===== src/rtl/rtc_pkg.sv =====
// rtc_pkg: shared BCD time types, controller states and BCD helpers for the alarm bank.
package rtc_pkg;
  typedef logic [7:0] bcd_t;
  typedef enum logic [1:0] {IDLE, RINGING, SNOOZED} state_t;
  localparam bcd_t BCD_MAX_HOUR = 8'h23;
  localparam bcd_t BCD_MAX_MIN = 8'h59;
  function automatic logic bcd_valid(input bcd_t b);
    return b[7:4] <= 4'd9 && b[3:0] <= 4'd9;
  endfunction
  function automatic logic [6:0] bcd2bin(input bcd_t b);
    return 7'(b[7:4]) * 7'd10 + 7'(b[3:0]);
  endfunction
  function automatic bcd_t bin2bcd(input logic [6:0] v);
    logic [6:0] t;
    t = v / 7'd10;
    return {t[3:0], 4'(v - t * 7'd10)};
  endfunction
endpackage


===== src/rtl/bcd_time_add.sv =====
// bcd_time_add: adds a binary minute increment to a BCD hh:mm with hour carry and 24 h wrap.
module bcd_time_add
  import rtc_pkg::*;
(
  input  bcd_t       hour,
  input  bcd_t       minute,
  input  logic [5:0] inc,
  output bcd_t       sum_hour,
  output bcd_t       sum_minute
);
  logic [6:0] m_raw, h_raw;
  logic carry;
  assign m_raw = bcd2bin(minute) + 7'(inc);
  assign carry = m_raw >= 7'd60;
  assign h_raw = bcd2bin(hour) + 7'(carry);
  assign sum_minute = bin2bcd(carry ? m_raw - 7'd60 : m_raw);
  assign sum_hour = bin2bcd(h_raw >= 7'd24 ? 7'd0 : h_raw);
endmodule


===== src/rtl/rtc_alarm_bank.sv =====
// rtc_alarm_bank: bank of daily BCD alarms sharing one ring/snooze controller, plus hourly chime.
module rtc_alarm_bank
  import rtc_pkg::*;
#(
  parameter int N_ALARMS = 4,
  parameter int SNOOZE_MIN = 5,
  parameter int RING_SECS = 60,
  localparam int IDX_W = N_ALARMS > 1 ? $clog2(N_ALARMS) : 1
) (
  input  logic                clk,
  input  logic                rst,
  input  logic                time_valid,
  input  bcd_t                cur_hour,
  input  bcd_t                cur_minute,
  input  bcd_t                cur_second,
  input  logic                set_en,
  input  logic [IDX_W-1:0]    set_idx,
  input  bcd_t                set_hour,
  input  bcd_t                set_minute,
  input  logic                set_arm,
  input  logic                dismiss,
  input  logic                snooze,
  input  logic                chime_en,
  output logic                ring,
  output logic [IDX_W-1:0]    ring_idx,
  output logic [N_ALARMS-1:0] armed,
  output logic                set_err,
  output logic                chime_req,
  output logic [3:0]          chime_count
);
  bcd_t alarm_h [N_ALARMS];
  bcd_t alarm_m [N_ALARMS];
  bcd_t next_h [N_ALARMS];
  bcd_t next_m [N_ALARMS];
  state_t state, state_nx;
  logic [7:0] sec_cnt;
  bcd_t prev_sec, snz_h, snz_m;
  logic [N_ALARMS-1:0] match;
  logic [IDX_W-1:0] match_idx;
  logic set_ok, sec_tick, timeout, hit_ring, do_dismiss, do_snooze, enter_ring;
  logic [6:0] hour_bin;
  assign set_ok = set_en && bcd_valid(set_hour) && bcd_valid(set_minute) &&
                  set_hour <= BCD_MAX_HOUR && set_minute <= BCD_MAX_MIN && 32'(set_idx) < N_ALARMS;
  assign sec_tick = time_valid && cur_second != prev_sec;
  assign timeout = state == RINGING && sec_tick && sec_cnt == 8'(RING_SECS - 1);
  assign hit_ring = set_ok && set_idx == ring_idx && state != IDLE;
  assign enter_ring = state != RINGING && state_nx == RINGING;
  assign hour_bin = bcd2bin(cur_hour);
  bcd_time_add u_snooze_add (
    .hour      (next_h[ring_idx]),
    .minute    (next_m[ring_idx]),
    .inc       (6'(SNOOZE_MIN)),
    .sum_hour  (snz_h),
    .sum_minute(snz_m)
  );
  always_comb begin
    match = '0;
    match_idx = '0;
    for (int i = 0; i < N_ALARMS; i++)
      match[i] = time_valid && armed[i] && next_h[i] == cur_hour && next_m[i] == cur_minute && cur_second == 8'h00;
    for (int i = N_ALARMS - 1; i >= 0; i--)
      if (match[i]) match_idx = IDX_W'(i);
  end
  // A set to the active channel overrides user and timeout actions; matches only count outside RINGING.
  always_comb begin
    state_nx = state;
    do_dismiss = 1'b0;
    do_snooze = 1'b0;
    if (hit_ring) state_nx = IDLE;
    else if (state == RINGING) begin
      do_dismiss = dismiss || timeout;
      do_snooze = !do_dismiss && snooze;
      state_nx = do_dismiss ? IDLE : do_snooze ? SNOOZED : RINGING;
    end else if (|match) state_nx = RINGING;
  end
  always_ff @(posedge clk or posedge rst) begin
    if (rst) begin
      state <= IDLE;
      ring <= 1'b0;
      ring_idx <= '0;
      sec_cnt <= '0;
      prev_sec <= '0;
      set_err <= 1'b0;
      chime_req <= 1'b0;
      chime_count <= '0;
    end else begin
      state <= state_nx;
      ring <= state_nx == RINGING;
      ring_idx <= enter_ring ? match_idx : ring_idx;
      sec_cnt <= enter_ring ? 8'd0 : (state == RINGING && sec_tick) ? sec_cnt + 8'd1 : sec_cnt;
      prev_sec <= time_valid ? cur_second : prev_sec;
      set_err <= set_en && !set_ok;
      chime_req <= time_valid && chime_en && cur_minute == 8'h00 && cur_second == 8'h00;
      if (time_valid && chime_en && cur_minute == 8'h00 && cur_second == 8'h00)
        chime_count <= hour_bin == 7'd0 ? 4'd12 : hour_bin > 7'd12 ? 4'(hour_bin - 7'd12) : 4'(hour_bin);
    end
  end
  always_ff @(posedge clk or posedge rst) begin
    if (rst) begin
      armed <= '0;
      for (int i = 0; i < N_ALARMS; i++) begin
        alarm_h[i] <= '0;
        alarm_m[i] <= '0;
        next_h[i] <= '0;
        next_m[i] <= '0;
      end
    end else begin
      for (int i = 0; i < N_ALARMS; i++) begin
        if (set_ok && set_idx == IDX_W'(i)) begin
          alarm_h[i] <= set_hour;
          alarm_m[i] <= set_minute;
          next_h[i] <= set_hour;
          next_m[i] <= set_minute;
          armed[i] <= set_arm;
        end else if (do_dismiss && ring_idx == IDX_W'(i)) begin
          next_h[i] <= alarm_h[i];
          next_m[i] <= alarm_m[i];
        end else if (do_snooze && ring_idx == IDX_W'(i)) begin
          next_h[i] <= snz_h;
          next_m[i] <= snz_m;
        end
      end
    end
  end
endmodule


===== config.mk =====
export PLATFORM = sky130hd
export DESIGN_NAME = rtc_alarm_bank
export DESIGN_NICKNAME = d
export VERILOG_FILES = /design/src/rtl/rtc_pkg.sv /design/src/rtl/bcd_time_add.sv /design/src/rtl/rtc_alarm_bank.sv
export SDC_FILE = /design/constraint.sdc
export NUM_CORES = 1
export LEC_CHECK = 0
export BUFFER_PORTS_ARGS = -buffer_cell sky130_fd_sc_hd__buf_2
export CORE_MARGIN = 3
export CORE_UTILIZATION = 45
export CTS_CLUSTER_DIAMETER = 100
export DETAILED_ROUTE_END_ITERATION = 12
export PLACE_DENSITY = 0.67
export SETUP_SLACK_MARGIN = 0.15
export SLEW_MARGIN = 20
export SYNTH_ARGS = -nofsm -noshare
export SYNTH_HDL_FRONTEND = slang
export SYNTH_SLANG_ARGS = --single-unit

===== constraint.sdc =====
create_clock -name clk -period 8 [get_ports clk]
set_clock_uncertainty 0.1 [all_clocks]
set_input_delay 1.6 -clock clk [delete_from_list [all_inputs] [get_ports clk]]
set_output_delay 1.6 -clock clk [all_outputs]
set_load 0.03 [all_outputs]

==> results of run 1 <==
[registers in the layout, summed over array words and instances (netlist names)]
name	count
next_h	32
ring_idx	2
chime_count	4
armed	4
prev_sec	8
alarm_h	32
set_err	1
sec_cnt	8
state	2
alarm_m	32
ring	1
chime_req	1
next_m	32
[power by group]
part	internal, mW	leakage (nW)	total, mW	switching (mW)
clock network	0.469	0.288	0.841	0.371
logic	0.850	2.80	2.14	1.29
registers	0.874	2.13	0.955	0.0810
[cell usage after synthesis (4+ instances only)]
library cell  instances  area (um^2)
nor4_1               14         87.6
mux4_2               16          360
and3_1               16          100
inv_1                24         90.1
xnor2_1              57          499
a31oi_1              25          156
clkbuf_1             55          206
or2_2                 4         25.0
nor2_1               69          259
ha_1                 33          413
a21oi_1              31          155
o21a_1                5         37.5
dfrtp_1             159         3980
nor3_1               11         55.1
a211oi_1             10         75.1
nor2b_1               5         31.3
and2_1               17          106
mux2i_1              11          110
o22ai_1               5         31.3
a21o_1                6         45.0
or3_1                 4         25.0
nand2b_1              5         31.3
nand3_1              27          135
o22a_1                6         52.6
xor2_1               36          315
a22o_1                9         78.8
nand2_1             251          942
o211ai_1             24          180
o21ai_0              64          320
fa_1                  8          160
mux2_2               17          191
a22oi_1               6         45.0
nand4_1              12         75.1
[final timing paths]
kind	to	slack (ns)	startpoint
hold / removal	alarm_m[21]$_DFFE_PP0P_	0.37	alarm_m[21]$_DFFE_PP0P_
setup / recovery	next_h[26]$_DFFE_PP0P_	0.59	ring_idx[1]$_DFFE_PP0P_
hold reg to reg	alarm_m[21]$_DFFE_PP0P_	0.37	alarm_m[21]$_DFFE_PP0P_
max in group asynchronous	alarm_m[25]$_DFFE_PP0P_	5.16	rst
setup reg to reg	next_h[26]$_DFFE_PP0P_	0.59	ring_idx[1]$_DFFE_PP0P_
min in group asynchronous	prev_sec[4]$_DFFE_PP0P_	1.26	rst
[logic make-up after synthesis]
logic type | after synthesis
buffers and inverters | 84
AOI/OAI and AO/OA | 221
and+or+nand+nor | 445
xor gates and xnor gates | 94
DFF | 159
muxes | 45
adders and majority gates | 41
[through the flow]
step                area [um^2]  cells  setup WS (ns)  hold WS [ns]  util, %
floorplan                  9810   1089          0.216         0.338        -
global placement          10400   1385          0.574         0.349     49.0
detailed placement        10400   1385          0.361         0.355     49.0
CTS                       11000   1417          0.296         0.370     51.8
global route              11000   1420          0.169         0.395     52.0
finish                    11000   1420          0.591         0.367     52.0
[layer usage]
layer	track usage, %	wire length (um)	up-vias
met4	9.46	994	0
met5	0	0	-
li1	-	-	3885
met3	6.61	3240	81
met2	38.9	13800	438
met1	37.6	13400	4202
[worst max-delay path, delay by kind of cell, from the launching register on]
family / cells / cell delay (ns)
adders and majority gates: 8 / 2.61
AOI/OAI and AO/OA: 8 / 1.41
and+or+nand+nor: 6 / 1.03
muxes: 4 / 0.92
buffers and inverters: 6 / 0.71
DFF: 1 / 0.50
[repair_timing]
item | in CTS | in global routing
setup endpoints to repair | 0 | 16
resized for setup | 0 | 6
buffers inserted | 0 | 3
[area by class of cell]
class                   instances  area [um^2]
well taps                     275          344
clock inverters                15          170
multi-input cells             846         5550
fillers                      1926        10200
repair buffers                 84          475
flip-flops and latches        159         3980
clock buffers                  17          425
inverters                      24         95.1
==> results.cfg, run 1 <==
[run_status]
status = finished, final reports clean

[sta]
setup_viol = 0
rsz0062_at_grt = no
finalHoldViolations = 0
worstMarginPinSlew_ns = 1.10
max_freq_mhz = 135
fin_crit_ns = 7.41
post-route-period-util_pct = 92.6
drv_slew = 0
slew_headroom_pct = 26.7
final.setup.tns_ns = 0

[min_path]
hp-class = reg -> reg
whs_path_depth = 2

[cells_and_area]
area_delta_synth_final_pct = 12.6
final_common_cell = nand2_1
num-nets-final = 1223
layout_common_cells = nand2_1 (251), dfrtp_1 (158), nor2_1 (69)
diodes = 0
drive_gt1_share_pct = 15.1

[synthesis]
synth_compound_area_share_pct = 15.0
synth_area_per_cell_um2 = 9.00
syn_area_mm2 = 0.00981
synth_edf_count = 0
synthAdderAreaFrac_pct = 5.84
synth_ff_type = dfrtp_1
synthSimpleGateAreaFrac_pct = 19.9
synth_seq_area_share_pct = 40.6
synth_top_family_by_area = simple AND/OR/NAND/NOR gates
ys_warn_count = 0
synth.net_count = 1180
syn_inst = 1089
synth-xor-area-share_pct = 8.47
ys_async_sr_fraction_pct = 100
synth_mux_area_share_pct = 6.90
synth_seq_cells = 159
synth_cell_types = 64

[grt]
antenna_found_initial = 0
grt_pass1_vias = 8042
grt_max_degree = 101
gr-total-overflow = 0
grt_pass1_wl_um = 47800
grtUsageTotal_pct = 26.3

[die]
fp.dieW_um = 154
core-area_mm2 = 0.0212
die_height_um = 154
pin_count = 63
dieArea_mm2 = 0.0236
start_util_pct = 46.2
rows = 53

[worst_setup_path]
crit_type = reg -> reg
r2r_cells = 32
path_max_fanout = 10
arrival_ns = 7.64
max_stage_delay_ns = 0.52
cp_slowest_cell = fa_1
required_ns = 8.23
cp-start-kind = register
endpoint_kind = register
cp_common_cell = ha_1

[cts]
clk_latency_ns = 0.45
postCtsHoldBufs = 0
numCtsBuffers = 17
root_buffer = clkbuf_16
clk_pin_slew_ns = 0.07
h-tree-depth = 4
clkSinkCount = 159
cts_buffer_depth = 2
cts_tree = built

[route]
drtAntennaViolNets = 0
dr.pass1.iters = 6
drt_iter0_drc = 999
drt-vias-per-instance = 6.06
wirelength_um = 31400
post-route-drc-count = 0
wl_per_cell_um = 22.1
route.vias.total = 8606

[placement]
portBuffers = 62
hpwl_um = 22500
gp_congestion = 0.975

[job]
drv_cap = 0

[power_and_ir_drop]
powerDensity_mw_per_mm2 = 356
p_leak_nw = 5.22
vdd_drop_max_mv = 0.376
power.total_mw = 3.94
Note: power is estimated with default switching activity, not from simulation.
==> run 2: changes to the inputs <==
--- a/config.mk
+++ b/config.mk
@@ -5,12 +5,13 @@
 export SDC_FILE = /design/constraint.sdc
 export NUM_CORES = 1
 export LEC_CHECK = 0
+export ABC_AREA = 1
 export BUFFER_PORTS_ARGS = -buffer_cell sky130_fd_sc_hd__buf_2
 export CORE_MARGIN = 3
 export CORE_UTILIZATION = 45
 export CTS_CLUSTER_DIAMETER = 100
 export DETAILED_ROUTE_END_ITERATION = 12
-export PLACE_DENSITY = 0.67
+export PLACE_DENSITY = 0.65
 export SETUP_SLACK_MARGIN = 0.15
 export SLEW_MARGIN = 20
 export SYNTH_ARGS = -nofsm -noshare
==> constraint.sdc (replaced) <==
create_clock -name clk -period 8.5 [get_ports clk]
set_clock_uncertainty 0.1 [all_clocks]
set_input_delay 1.7 -clock clk [delete_from_list [all_inputs] [get_ports clk]]
set_output_delay 1.7 -clock clk [all_outputs]
set_load 0.03 [all_outputs]
==> results.cfg, run 2 <==
[die]
dieArea_mm2 = 0.0241
start_util_pct = 45.9
die_height_um = 155
fp.dieW_um = 155
pin_count = 63
rows = 54
core-area_mm2 = 0.0219

[cells_and_area]
layout_common_cells = nand2_1 (273), dfrtp_1 (158), inv_1 (150)
area_delta_synth_final_pct = 12.2
final_common_cell = nand2_1
diodes = 0
drive_gt1_share_pct = 14.5
num-nets-final = 1440

[worst_setup_path]
cp_slowest_cell = dfrtp_1
crit_end = next_h[3]$_DFFE_PP0P_
arrival_ns = 8.02
startpoint = ring_idx[1]$_DFFE_PP0P_
r2r_start = ring_idx[1]$_DFFE_PP0P_
max_stage_delay_ns = 0.67
endpoint_kind = register
cp_common_cell = nand2_1
cp-start-kind = register
required_ns = 8.74
path_max_fanout = 11
crit_type = reg -> reg
reg2reg_to = next_h[3]$_DFFE_PP0P_
r2r_cells = 40
r2r_slack_ns = 0.72

[placement]
hpwl_um = 24400
gp_congestion = 1.01
portBuffers = 62

[grt]
grt_pass1_wl_um = 50900
antenna_found_initial = 0
gr-total-overflow = 0
grt_max_degree = 84
grtUsageTotal_pct = 27.5
grt_pass1_vias = 8737

[route]
post-route-drc-count = 0
wirelength_um = 32800
dr.pass1.iters = 5
wl_per_cell_um = 20.0
drt_iter0_drc = 852
route.vias.total = 9210
drtAntennaViolNets = 0
drt-vias-per-instance = 5.61

[cts]
numCtsBuffers = 17
clk_pin_slew_ns = 0.07
clkSinkCount = 159
clk_latency_ns = 0.43
cts_tree = built
cts_buffer_depth = 2
cts_setup_buffers = 0
postCtsHoldBufs = 0
root_buffer = clkbuf_16
h-tree-depth = 4

[synthesis]
synth_edf_count = 0
synth.net_count = 1388
ys_async_sr_fraction_pct = 100
syn_inst = 1297
synth_cell_types = 57
synth_seq_area_share_pct = 39.6
syn_area_mm2 = 0.0100
synth_ff_type = dfrtp_1
ys_warn_count = 0
post-synth-top-count-cell = nand2_1
synth_area_leader_cell = dfrtp_1
netlist_top_cells_count = nand2_1 (273), dfrtp_1 (159), inv_1 (151), nor2_1 (116), o21ai_0 (87)
synth_area_per_cell_um2 = 7.74
synth_seq_cells = 159
yosys.area.top_type_share_pct = 39.6
synthTopCellsByArea = dfrtp_1 (40%), nand2_1 (10%), inv_1 (5.6%), o21ai_0 (4.3%), nor2_1 (4.3%)

[run_status]
status = finished, final reports clean

[sta]
final.setup.tns_ns = 0
rsz0062_at_grt = no
finalHoldViolations = 0
max_freq_mhz = 129
drv_slew = 0
fin_crit_ns = 7.78
post-route-period-util_pct = 91.5
slew_headroom_pct = 27.8
worstMarginPinSlew_ns = 1.08
setup_viol = 0

[min_path]
hp-class = reg -> reg
whs_path_depth = 2

[job]
drv_cap = 0
## run 2: final cells by class
class	instances	area [um^2]
well taps	280	350
multi-input cells	922	5270
inverters	175	664
clock inverters	12	148
flip-flops and latches	159	3980
repair buffers	74	400
fillers	2154	10600
clock buffers	20	457
## run 2: worst min-delay path by stage
stage	start	end
5_1_grt	alarm_h[14]$_DFFE_PP0P_	alarm_h[14]$_DFFE_PP0P_
3_5_place_dp	alarm_h[22]$_DFFE_PP0P_	alarm_h[22]$_DFFE_PP0P_
4_1_cts	alarm_h[22]$_DFFE_PP0P_	alarm_h[22]$_DFFE_PP0P_
6_report	alarm_h[22]$_DFFE_PP0P_	alarm_h[22]$_DFFE_PP0P_
3_3_place_gp	alarm_h[22]$_DFFE_PP0P_	alarm_h[22]$_DFFE_PP0P_
2_1_floorplan	alarm_h[15]$_DFFE_PP0P_	alarm_h[15]$_DFFE_PP0P_
## run 2: logic make-up (layout without fill, tap and decap cells)
group                    count (synthesis)  count (layout)  synth area share (%)
AND/OR/NAND/NOR                        545             545                  24.8
AO/OA/AOI/OAI                          293             293                  17.7
buffers and inverters                  216             281                  8.30
flip-flops                             159             159                  39.6
XOR/XNOR                                43              43                  3.90
adder cells (fa/ha/maj)                 41              41                  5.71
## run 2: per-layer routing
| metal | part of all wire, % | up-vias | wire [um] | global-route usage (%) |
|---|---|---|---|---|
| met5 | 0 | - | 0 | 0 |
| met4 | 3.2 | 0 | 1050 | 9.42 |
| met3 | 7.8 | 57 | 2570 | 5.56 |
| met2 | 44 | 360 | 14300 | 41.4 |
| met1 | 45 | 4382 | 14900 | 39.5 |
| li1 | - | 4411 | - | - |
## run 2: repair_timing
item / 4_1_cts / 5_1_grt
setup endpoints to repair: 0 / 9
gates resized for setup: 0 / 5
hold endpoints to repair: 0 / 0
## run 2: worst max-delay path, delay by kind of cell, from the launching register on
family / cells / cell delay (ns)
fa+ha+maj: 8 / 2.51
xor+xnor: 3 / 0.89
flops: 1 / 0.67
compound gates: 9 / 1.12
simple gates: 15 / 1.96
buf+inv: 5 / 0.43
## run 2: per-stage QoR
stage / util [%] / hold WS [ns] / setup WS, ns / cell area, um^2 / std cells
after floorplan: - / 0.326 / 1.74 / 10000 / 1297
after global placement: 48.6 / 0.343 / 0.849 / 10600 / 1610
after detailed placement: 48.6 / 0.349 / 0.437 / 10600 / 1610
after CTS: 51.4 / 0.365 / 0.380 / 11200 / 1642
after global routing: 51.5 / 0.375 / 0.176 / 11300 / 1642
final: 51.5 / 0.358 / 0.724 / 11300 / 1642
Power of run 2 is not shown: default switching activity piles up to over one toggle a cycle in this logic, so the estimate is an artifact.
